File: config.mk
export PLATFORM = sky130hd
export DESIGN_NAME = psram_req_sequencer
export DESIGN_NICKNAME = d
export VERILOG_FILES = /design/src/rtl/psram_req_sequencer_pkg.sv /design/src/rtl/psram_wait_counter.sv /design/src/rtl/psram_req_sequencer.sv
export SDC_FILE = /design/constraint.sdc
export NUM_CORES = 1
export LEC_CHECK = 0
export ABC_AREA = 1
export ABC_CLOCK_PERIOD_IN_PS = 2950
export BUFFER_PORTS_ARGS = -buffer_cell sky130_fd_sc_hd__buf_2
export CORE_UTILIZATION = 40
export CTS_BUF_LIST = sky130_fd_sc_hd__clkbuf_2
export DETAILED_ROUTE_END_ITERATION = 6
export HOLD_SLACK_MARGIN = 0.06
export SYNTH_ARGS = -nofsm -noshare
export SYNTH_HDL_FRONTEND = slang
export SYNTH_HIERARCHICAL = 1
export SYNTH_SLANG_ARGS = --single-unit
File: constraint.sdc
create_clock -name clk -period 2.95 [get_ports clk]
set_input_delay 0.295 -clock clk [delete_from_list [all_inputs] [get_ports clk]]
set_output_delay 0.295 -clock clk [all_outputs]
set_load 0.03 [all_outputs]
File: src/rtl/psram_req_sequencer_pkg.sv
// Shared definitions for the PSRAM request sequencer: FSM encoding,
// 23-bit word-address mask, wait-counter width and timing defaults.
package psram_req_sequencer_pkg;

  typedef enum logic [2:0] {
    S_IDLE,
    S_WR_ISSUE,
    S_WR_WAIT,
    S_RD_ISSUE,
    S_RD_WAIT,
    S_RD_HOLD
  } state_t;

  localparam int ADDR_W = 24;
  localparam int WORD_W = 16;
  localparam int CNT_W  = 16;

  // The PSRAM array is 8M words, so bit 23 of any address is always zero.
  localparam logic [ADDR_W-1:0] ADDR_MASK = 24'h7F_FFFF;

  localparam int WR_CYCLES_DEF  = 16;
  localparam int RD_TIMEOUT_DEF = 64;

  function automatic logic [ADDR_W-1:0] addr_next(input logic [ADDR_W-1:0] a);
    return (a + 24'd1) & ADDR_MASK;
  endfunction

endpackage

File: src/rtl/psram_wait_counter.sv
// Down-counter shared by the write-settle wait and the read timeout.
// o_done is high in the last enabled cycle of the loaded count.
module psram_wait_counter
  import psram_req_sequencer_pkg::*;
(
  input  logic             clk,
  input  logic             reset,
  input  logic             i_load,
  input  logic [CNT_W-1:0] i_value,
  input  logic             i_enable,
  output logic             o_done
);

  logic [CNT_W-1:0] r_cnt;

  always_ff @(posedge clk) begin
    if (reset) begin
      r_cnt <= '0;
    end else if (i_load) begin
      r_cnt <= i_value;
    end else if (i_enable && (r_cnt != '0)) begin
      r_cnt <= r_cnt - CNT_W'(1);
    end
  end

  assign o_done = i_enable && (r_cnt == CNT_W'(1));

endmodule

File: src/rtl/psram_req_sequencer.sv
// Serialises a write word stream and read bursts into single-word
// request pulses for a PSRAM controller; writes win ties in IDLE.
module psram_req_sequencer
  import psram_req_sequencer_pkg::*;
#(
  parameter int WR_CYCLES  = WR_CYCLES_DEF,
  parameter int RD_TIMEOUT = RD_TIMEOUT_DEF
) (
  input  logic              clk,
  input  logic              reset,
  input  logic [ADDR_W-1:0] wr_base,
  input  logic              wr_base_load,
  input  logic              wr_valid,
  output logic              wr_ready,
  input  logic [WORD_W-1:0] wr_data,
  input  logic              rd_cmd_valid,
  output logic              rd_cmd_ready,
  input  logic [ADDR_W-1:0] rd_base,
  input  logic [15:0]       rd_len,
  output logic              rd_valid,
  input  logic              rd_ready,
  output logic [WORD_W-1:0] rd_data,
  output logic              rd_done,
  output logic              rd_timeout_err,
  output logic              ctrl_read,
  output logic              ctrl_write,
  output logic [ADDR_W-1:0] ctrl_address,
  output logic [WORD_W-1:0] ctrl_data,
  input  logic [WORD_W-1:0] ctrl_data_out,
  input  logic              ctrl_read_data
);

  state_t            r_state;
  logic [ADDR_W-1:0] r_wr_ptr;
  logic [ADDR_W-1:0] r_rd_addr;
  logic [15:0]       r_rd_rem;
  logic              r_wr_ready;
  logic              r_rd_cmd_ready;
  logic              r_rd_valid;
  logic [WORD_W-1:0] r_rd_data;
  logic              r_rd_done;
  logic              r_timeout_err;
  logic              r_ctrl_read;
  logic              r_ctrl_write;
  logic [ADDR_W-1:0] r_ctrl_address;
  logic [WORD_W-1:0] r_ctrl_data;

  logic              w_cnt_load;
  logic [CNT_W-1:0]  w_cnt_val;
  logic              w_cnt_en;
  logic              w_cnt_done;

  // The counter is armed in the issue state and runs in the matching wait state.
  assign w_cnt_load = (r_state == S_WR_ISSUE) || (r_state == S_RD_ISSUE);
  assign w_cnt_val  = (r_state == S_WR_ISSUE) ? CNT_W'(WR_CYCLES) : CNT_W'(RD_TIMEOUT);
  assign w_cnt_en   = (r_state == S_WR_WAIT) || (r_state == S_RD_WAIT);

  psram_wait_counter u_wait (
    .clk      (clk),
    .reset    (reset),
    .i_load   (w_cnt_load),
    .i_value  (w_cnt_val),
    .i_enable (w_cnt_en),
    .o_done   (w_cnt_done)
  );

  always_ff @(posedge clk) begin
    if (reset) begin
      r_state        <= S_IDLE;
      r_wr_ptr       <= '0;
      r_rd_addr      <= '0;
      r_rd_rem       <= '0;
      r_wr_ready     <= 1'b0;
      r_rd_cmd_ready <= 1'b0;
      r_rd_valid     <= 1'b0;
      r_rd_data      <= '0;
      r_rd_done      <= 1'b0;
      r_timeout_err  <= 1'b0;
      r_ctrl_read    <= 1'b0;
      r_ctrl_write   <= 1'b0;
      r_ctrl_address <= '0;
      r_ctrl_data    <= '0;
    end else begin
      r_wr_ready     <= 1'b0;
      r_rd_cmd_ready <= 1'b0;
      r_rd_done      <= 1'b0;
      r_ctrl_read    <= 1'b0;
      r_ctrl_write   <= 1'b0;
      case (r_state)
        S_IDLE: begin
          if (wr_base_load) begin
            r_wr_ptr <= wr_base & ADDR_MASK;
          end else if (wr_valid) begin
            r_wr_ready     <= 1'b1;
            r_ctrl_data    <= wr_data;
            r_ctrl_address <= r_wr_ptr;
            r_state        <= S_WR_ISSUE;
          end else if (rd_cmd_valid && !r_rd_cmd_ready) begin
            // The ready guard stops a held command from being taken twice.
            r_rd_cmd_ready <= 1'b1;
            r_rd_addr      <= rd_base & ADDR_MASK;
            r_rd_rem       <= rd_len;
            if (rd_len == 16'd0) r_rd_done <= 1'b1;
            else                 r_state   <= S_RD_ISSUE;
          end
        end
        S_WR_ISSUE: begin
          r_ctrl_write <= 1'b1;
          r_state      <= S_WR_WAIT;
        end
        S_WR_WAIT: begin
          if (w_cnt_done) begin
            r_wr_ptr <= addr_next(r_wr_ptr);
            r_state  <= S_IDLE;
          end
        end
        S_RD_ISSUE: begin
          r_ctrl_read    <= 1'b1;
          r_ctrl_address <= r_rd_addr;
          r_state        <= S_RD_WAIT;
        end
        S_RD_WAIT: begin
          if (ctrl_read_data) begin
            r_rd_data  <= ctrl_data_out;
            r_rd_valid <= 1'b1;
            r_state    <= S_RD_HOLD;
          end else if (w_cnt_done) begin
            r_timeout_err <= 1'b1;
            r_state       <= S_IDLE;
          end
        end
        S_RD_HOLD: begin
          if (rd_ready) begin
            r_rd_valid <= 1'b0;
            r_rd_addr  <= addr_next(r_rd_addr);
            r_rd_rem   <= r_rd_rem - 16'd1;
            if (r_rd_rem == 16'd1) begin
              r_rd_done <= 1'b1;
              r_state   <= S_IDLE;
            end else begin
              r_state <= S_RD_ISSUE;
            end
          end
        end
        default: r_state <= S_IDLE;
      endcase
    end
  end

  assign wr_ready       = r_wr_ready;
  assign rd_cmd_ready   = r_rd_cmd_ready;
  assign rd_valid       = r_rd_valid;
  assign rd_data        = r_rd_data;
  assign rd_done        = r_rd_done;
  assign rd_timeout_err = r_timeout_err;
  assign ctrl_read      = r_ctrl_read;
  assign ctrl_write     = r_ctrl_write;
  assign ctrl_address   = r_ctrl_address;
  assign ctrl_data      = r_ctrl_data;

endmodule

**Yosys cells after proc, flatten, opt, wreduce, memory -nomap -nowiden**

Cells that the tools add are included.

- Add/subtract/negate cells: 4
- Equal/unequal tests: 17
- Multiplexer cells: 42
- Bitwise logic cells: 3
- Reduce and logical (&&, ||, !) cells: 24

Operators by type and width:

| kind | count |
|---|---|
| $mux W24 | 8 |
| $pmux W24 S2 | 3 |
| $mux W16 | 6 |
| $add A23 B1 Y23 const B | 2 |
| $eq A16 B1 Y1 const B | 2 |
| $pmux W16 S2 | 1 |
| $sub A16 B1 Y16 const B | 2 |
| $mux W3 | 7 |
| $pmux W3 S6 | 1 |
| $logic_not A16 Y1 | 1 |
| $reduce_bool A16 Y1 | 1 |
| $reduce_and A3 Y1 | 5 |
| $ne A2 B2 Y1 const B | 7 |
| $mux W1 | 12 |
| $reduce_bool A2 Y1 | 5 |
| $mux W7 | 1 |
| $eq A3 B2 Y1 const B | 2 |
| $eq A3 B3 Y1 const B | 2 |
| $ne A3 B3 Y1 const B | 2 |
| $reduce_and A5 Y1 | 1 |
| $pmux W1 S2 | 2 |
| $reduce_and A4 Y1 | 1 |
| $reduce_or A4 Y1 | 1 |
| $eq A3 B1 Y1 const B | 1 |
| 9 further kinds | 14 |

- Register bits after elaboration: 146
- Input port bits: 103
- Logic and storage cells: 105

**Longest topological paths before layout**

- Depth after elaboration: 6
- Mapped depth: 13
- Mapped depth without buffers: 11

**Hierarchy**

Netlist, hierarchy kept.

Modules (own cells, without submodules):

| module | instances | cells an instance | area an instance (um^2) | seq. area each (um^2) |
|---|---|---|---|---|
| psram_req_sequencer | 1 | 1143 | 7096.8 | 2542.4 |
| psram_wait_counter | 1 | 211 | 1188.6 | 320.3 |

**Least setup slack after synthesis**

Ideal clock, no wire load.

- Path kind: reg2reg
- Start point: register r_state[1]
- End point: register r_wr_ptr[9]
- Setup time: 119 ps
- Arrival: 2184 ps
- Required time: 2831 ps
- Path slack: 646 ps
- Cell stages (with the launch flop): 12
- Path buffers: 2
- Path through: dfxtp_1 -> nand3_1 -> clkbuf_1 -> nand2_1 -> nand4_1 -> nor4b_1 -> inv_1 -> o21ai_2 -> buf_2 -> nand2_1 -> o21ai_0 -> a21oi_1

- Longest elaborated chain between the ends: 5
- Elaborated cells on any way between the ends: 10

Ends and longest elaborated chain:

| item | RTL line | RTL |
|---|---|---|
| start: declaration | psram_req_sequencer.sv:33 | `state_t r_state;` |
| start signal: assignment | psram_req_sequencer.sv:69 | `r_state <= S_IDLE;` |
| start signal: assignment | psram_req_sequencer.sv:97 | `r_state <= S_WR_ISSUE;` |
| start signal: assignment | psram_req_sequencer.sv:104 | `else r_state <= S_RD_ISSUE;` |
| $eq A3 B2 Y1 or $eq A3 B3 Y1 (tied branches) | psram_req_sequencer.sv:56 | `assign w_cnt_en = (r_state == S_WR_WAIT) \|\| (r_state == S_RD_WAIT);` |
| $logic_or A1 B1 Y1 * | psram_req_sequencer.sv:56 |  |
| net w_cnt_en | psram_req_sequencer.sv:50 | `logic w_cnt_en;` |
| $logic_and A1 B1 Y1 * | psram_wait_counter.sv:26 | `assign o_done = i_enable && (r_cnt == CNT_W'(1));` |
| net w_cnt_done | psram_req_sequencer.sv:51 | `logic w_cnt_done;` |
| $ne A2 B1 Y1 (no source line) * | n/a |  |
| $reduce_and A3 Y1 (no source line) * | n/a |  |
| end signal: assignment | psram_req_sequencer.sv:92 | `r_wr_ptr <= wr_base & ADDR_MASK;` |
| end signal: assignment | psram_req_sequencer.sv:113 | `r_wr_ptr <= addr_next(r_wr_ptr);` |
| end: declaration | psram_req_sequencer.sv:34 | `logic [ADDR_W-1:0] r_wr_ptr;` |

The timed path passes the listed nets; every way through them passes the cells marked *.
A chain may end at the register's enable or synchronous reset.

**Worst setup path in the final report**

- Start point: register r_state[0]
- End point: register r_wr_ptr[11]

Same word-level chain as after synthesis.

==> flow_metrics.py <==
metrics = {
    "floorplan": {
        "fp.dieArea_um2": 21300,
        "die_h_um": 146,
        "io_pins": 166,
        "start_util_pct": 40.8,
        "core_um2": 20300,
        "rows": 52,
        "die_w_um": 146,
    },
    "worst_setup_path": {
        "cp.required_ps": 3610,
        "r2r_start": "r_state[0]$_SDFFE_PP0P_",
        "crit_arrival_ps": 3160,
        "rr_worst_depth": 11,
        "rrSetupSlack_ps": 450,
        "path_class": "reg2reg",
        "cp_max_fo": 13,
        "crit_end": "r_wr_ptr[11]$_SDFFE_PP0P_",
        "critPathLaunchType": "flop",
        "crit_start": "r_state[0]$_SDFFE_PP0P_",
        "endpoint_kind": "flop",
        "worst_r2r_endpoint": "r_wr_ptr[11]$_SDFFE_PP0P_",
    },
    "job": {
        "maxCapViolCount": 0,
    },
    "clocking": {
        "cts_buffers": 17,
        "postCtsSetupBuffers": 0,
        "clk_path_buf_depth": 2,
        "cts_tree": "done",
        "insertion_delay_ps": 740,
        "clk_pin_slew_ps": 220,
        "cts-htree-levels": 4,
        "clockRootBuffer": "clkbuf_2",
        "clock_sinks": 143,
    },
    "synthesis": {
        "dominantRegCellSynth": "dfxtp_1",
        "synth.ff_latch_count": 143,
        "yosys.area.top_type": "dfxtp_1",
        "synth_top_area_share_pct": 34.6,
        "yosysUniqueCellTypes": 42,
        "yosysWarnings": 6,
        "avgSynthCellArea_um2": 6.12,
        "synth_enable_flop_cells": 0,
        "synth_area_um2": 8290,
        "ys_seq_area_share_pct": 34.6,
        "synth_area_leaders": "dfxtp_1, nand2_1, nor2_1",
        "syn_inst": 1354,
        "ys_async_sr_fraction_pct": 0,
    },
    "layout": {
        "multi_input_area_um2": 4740,
        "drive_above_1_share_pct": 15.4,
        "syn_to_final_growth_pct": 28.1,
        "seqCellArea_um2": 2860,
        "finalNetCount": 1711,
        "postLayoutCellArea_um2": 10600,
        "n_fill_cell": 2111,
    },
    "grt": {
        "antenna_found_initial": 1,
        "grt_pass1_wl_mm": 41.2,
        "grt.total_usage_pct": 23.8,
        "grt_max_degree": 52,
        "grt_pass1_vias": 8420,
        "grt_overflow": 0,
    },
    "sta": {
        "setup_viol": 0,
        "rsz0062_at_grt": "no",
        "fin_tns_setup_ps": 0,
        "max_freq_mhz": 400,
        "hold_violations": 0,
        "finalCriticalPeriod_ps": 2500,
        "slew_headroom_pct": 46.6,
        "clock-skew-final_ps": 47.8,
        "drv_slew": 0,
        "fin_crit_sh_pct": 84.7,
        "tightest_slew_ps": 801,
    },
    "drt": {
        "drc": 0,
        "wl_met3_mm": 1.24,
        "vias": 9181,
        "antenna_left": 0,
        "wl_met1_mm": 11.8,
        "firstDrtPassIters": 5,
        "routed_wl_mm": 25.3,
        "wl_met2_mm": 11.8,
        "post_drt_wl_per_cell_um": 13.4,
        "dr.first_iter.drc_count": 518,
        "vias_per_cell": 4.87,
        "top_layer": "met4",
    },
    "run_status": {
        "status": "complete, no violations",
    },
    "placement": {
        "io_buffers": 162,
        "gp_congestion": 0.880,
        "dpl_cell_area_um2": 9320,
        "dp_hpwl_mm": 17.4,
    },
    "pwr": {
        "p_per_area_nw_per_um2": 686,
        "irDropWorstVdd_v": 0.000448,
        "leakage_nw": 4.73,
    },
    "min_path": {
        "worstHoldPathType": "in2reg",
    },
}
## metal layers
layer,vias up,track usage [%]
met2,260,39.9
met4,0,7.37
met3,23,3.76
met1,4077,31.2
met5,-,0
li1,4821,-
## stage by stage
stage | utilization [%] | instances | total power, mW | worst slack, ps | hold WS (ps)
6_report | 52.3 | 1887 | 7.28 | 451 | 160
5_1_grt | 52.3 | 1887 | 7.88 | 167 | 142
4_1_cts | 52.2 | 1885 | 7.30 | 228 | 102
3_5_place_dp | 45.9 | 1757 | 5.73 | 290 | 465
3_3_place_gp | 45.9 | 1757 | 5.70 | 329 | 450
2_1_floorplan | - | 1368 | 5.03 | 646 | 373
## flip-flops by register name, summed over array words and instances (netlist names), 3 cells and up
name / count
ctrl_address: 23
ctrl_data: 16
r_rd_addr: 23
r_rd_rem: 16
r_state: 3
r_wr_ptr: 23
rd_data: 16
u_wait/r_cnt: 16
## worst max-delay path, stage by stage (launching register included)
cell     delay (ps)
dfxtp_1         400
nor2_2          150
nand2_1         120
nand2_1         170
nand4_1         140
nor4b_2         330
inv_1           140
o21ai_4         330
inv_1           320
a21oi_1         190
o21ai_0          80
nor2_1           90
## synthesized netlist by cell type (all sizes together) (4+ instances only)
cell,count
a21oi,65
a31oi,6
buf,25
clkbuf,31
dfxtp,143
ha,6
inv,124
nand2,333
nand3,93
nand3b,4
nand4,18
nor2,289
nor3,6
nor3b,6
o211ai,4
o21ai,154
or2,18
xnor2,7
xor2,5
## how the worst min path moves through the flow
stage | depth (start not counted) | start | slack [ps] | to
finish | 5 | rd_base[19] | 160 | r_rd_addr[19]$_SDFFE_PP0P_
global route | 5 | rd_base[19] | 140 | r_rd_addr[19]$_SDFFE_PP0P_
CTS | 5 | rd_base[18] | 100 | r_rd_addr[18]$_SDFFE_PP0P_
detailed placement | 2 | rd_valid$_SDFFE_PP0P_ | 460 | rd_valid$_SDFFE_PP0P_
global placement | 2 | rd_timeout_err$_SDFFE_PP0P_ | 450 | rd_timeout_err$_SDFFE_PP0P_
floorplan | 1 | wr_base_load | 370 | rd_cmd_ready$_SDFF_PP0_
## final cells by class
cell class	instances	share of cell area (%)
Sequential cell	143	27.0
Clock inverter	15	2.19
Tap cell	270	3.18
Antenna cell	2	0.0472
Clock buffer	17	0.802
Multi-Input combinational cell	1045	44.7
Timing Repair Buffer	271	17.7
Inverter	124	4.39
## where the power goes
group          internal, mW  switching, mW  total, mW
combinational          1.08           2.00       3.08
clock                 0.661          0.805       1.47
sequential             2.33          0.408       2.74
total                  4.07           3.21       7.28
## layout by cell type, fill, tap and decap left out, types with 3 or more instances in the layout
cell type	Yosys	layout
dlygate4sd3_1	0	96
o22ai_1	3	3
o31ai_1	3	3
inv_1	116	115
nand3b_1	4	4
buf_4	4	12
a21oi_1	65	65
nand3_1	92	92
o21ai_1	5	5
o211ai_1	4	4
nand2_4	3	3
and2_1	3	3
inv_2	8	9
ha_1	6	6
a31oi_1	5	5
or2_2	18	18
nor3b_1	6	6
conb_1	1	15
nand2_1	326	326
o21ai_0	147	147
nor3_1	6	6
clkinv_4	0	3
inv_6	0	3
bufinv_16	0	5
nor2_1	285	285
dfxtp_1	143	143
xor2_1	5	5
xnor2_1	7	7
nand2_2	4	4
nand4_1	18	18
clkbuf_2	1	17
buf_2	14	162
## timing repair
item	CTS	global route
gates resized for setup	0	2
hold buffers	96	0
hold endpoints to repair	100	0
endpoints found under the setup margin	0	12
## logic make-up (layout without fill, tap and decap cells)
group                    count (synthesis)  count (layout)  share of synthesized area [%]
AND/OR/NAND/NOR                        772             772                           38.9
AO/OA/AOI/OAI                          240             240                           15.3
buffers and inverters                  180             427                           9.02
flip-flops                             143             143                           34.6
XOR/XNOR                                12              12                           1.27
adder cells (fa/ha/maj)                  6               6                          0.906
other                                    1              17                         0.0453
Note: power is estimated with default switching activity, not from simulation.
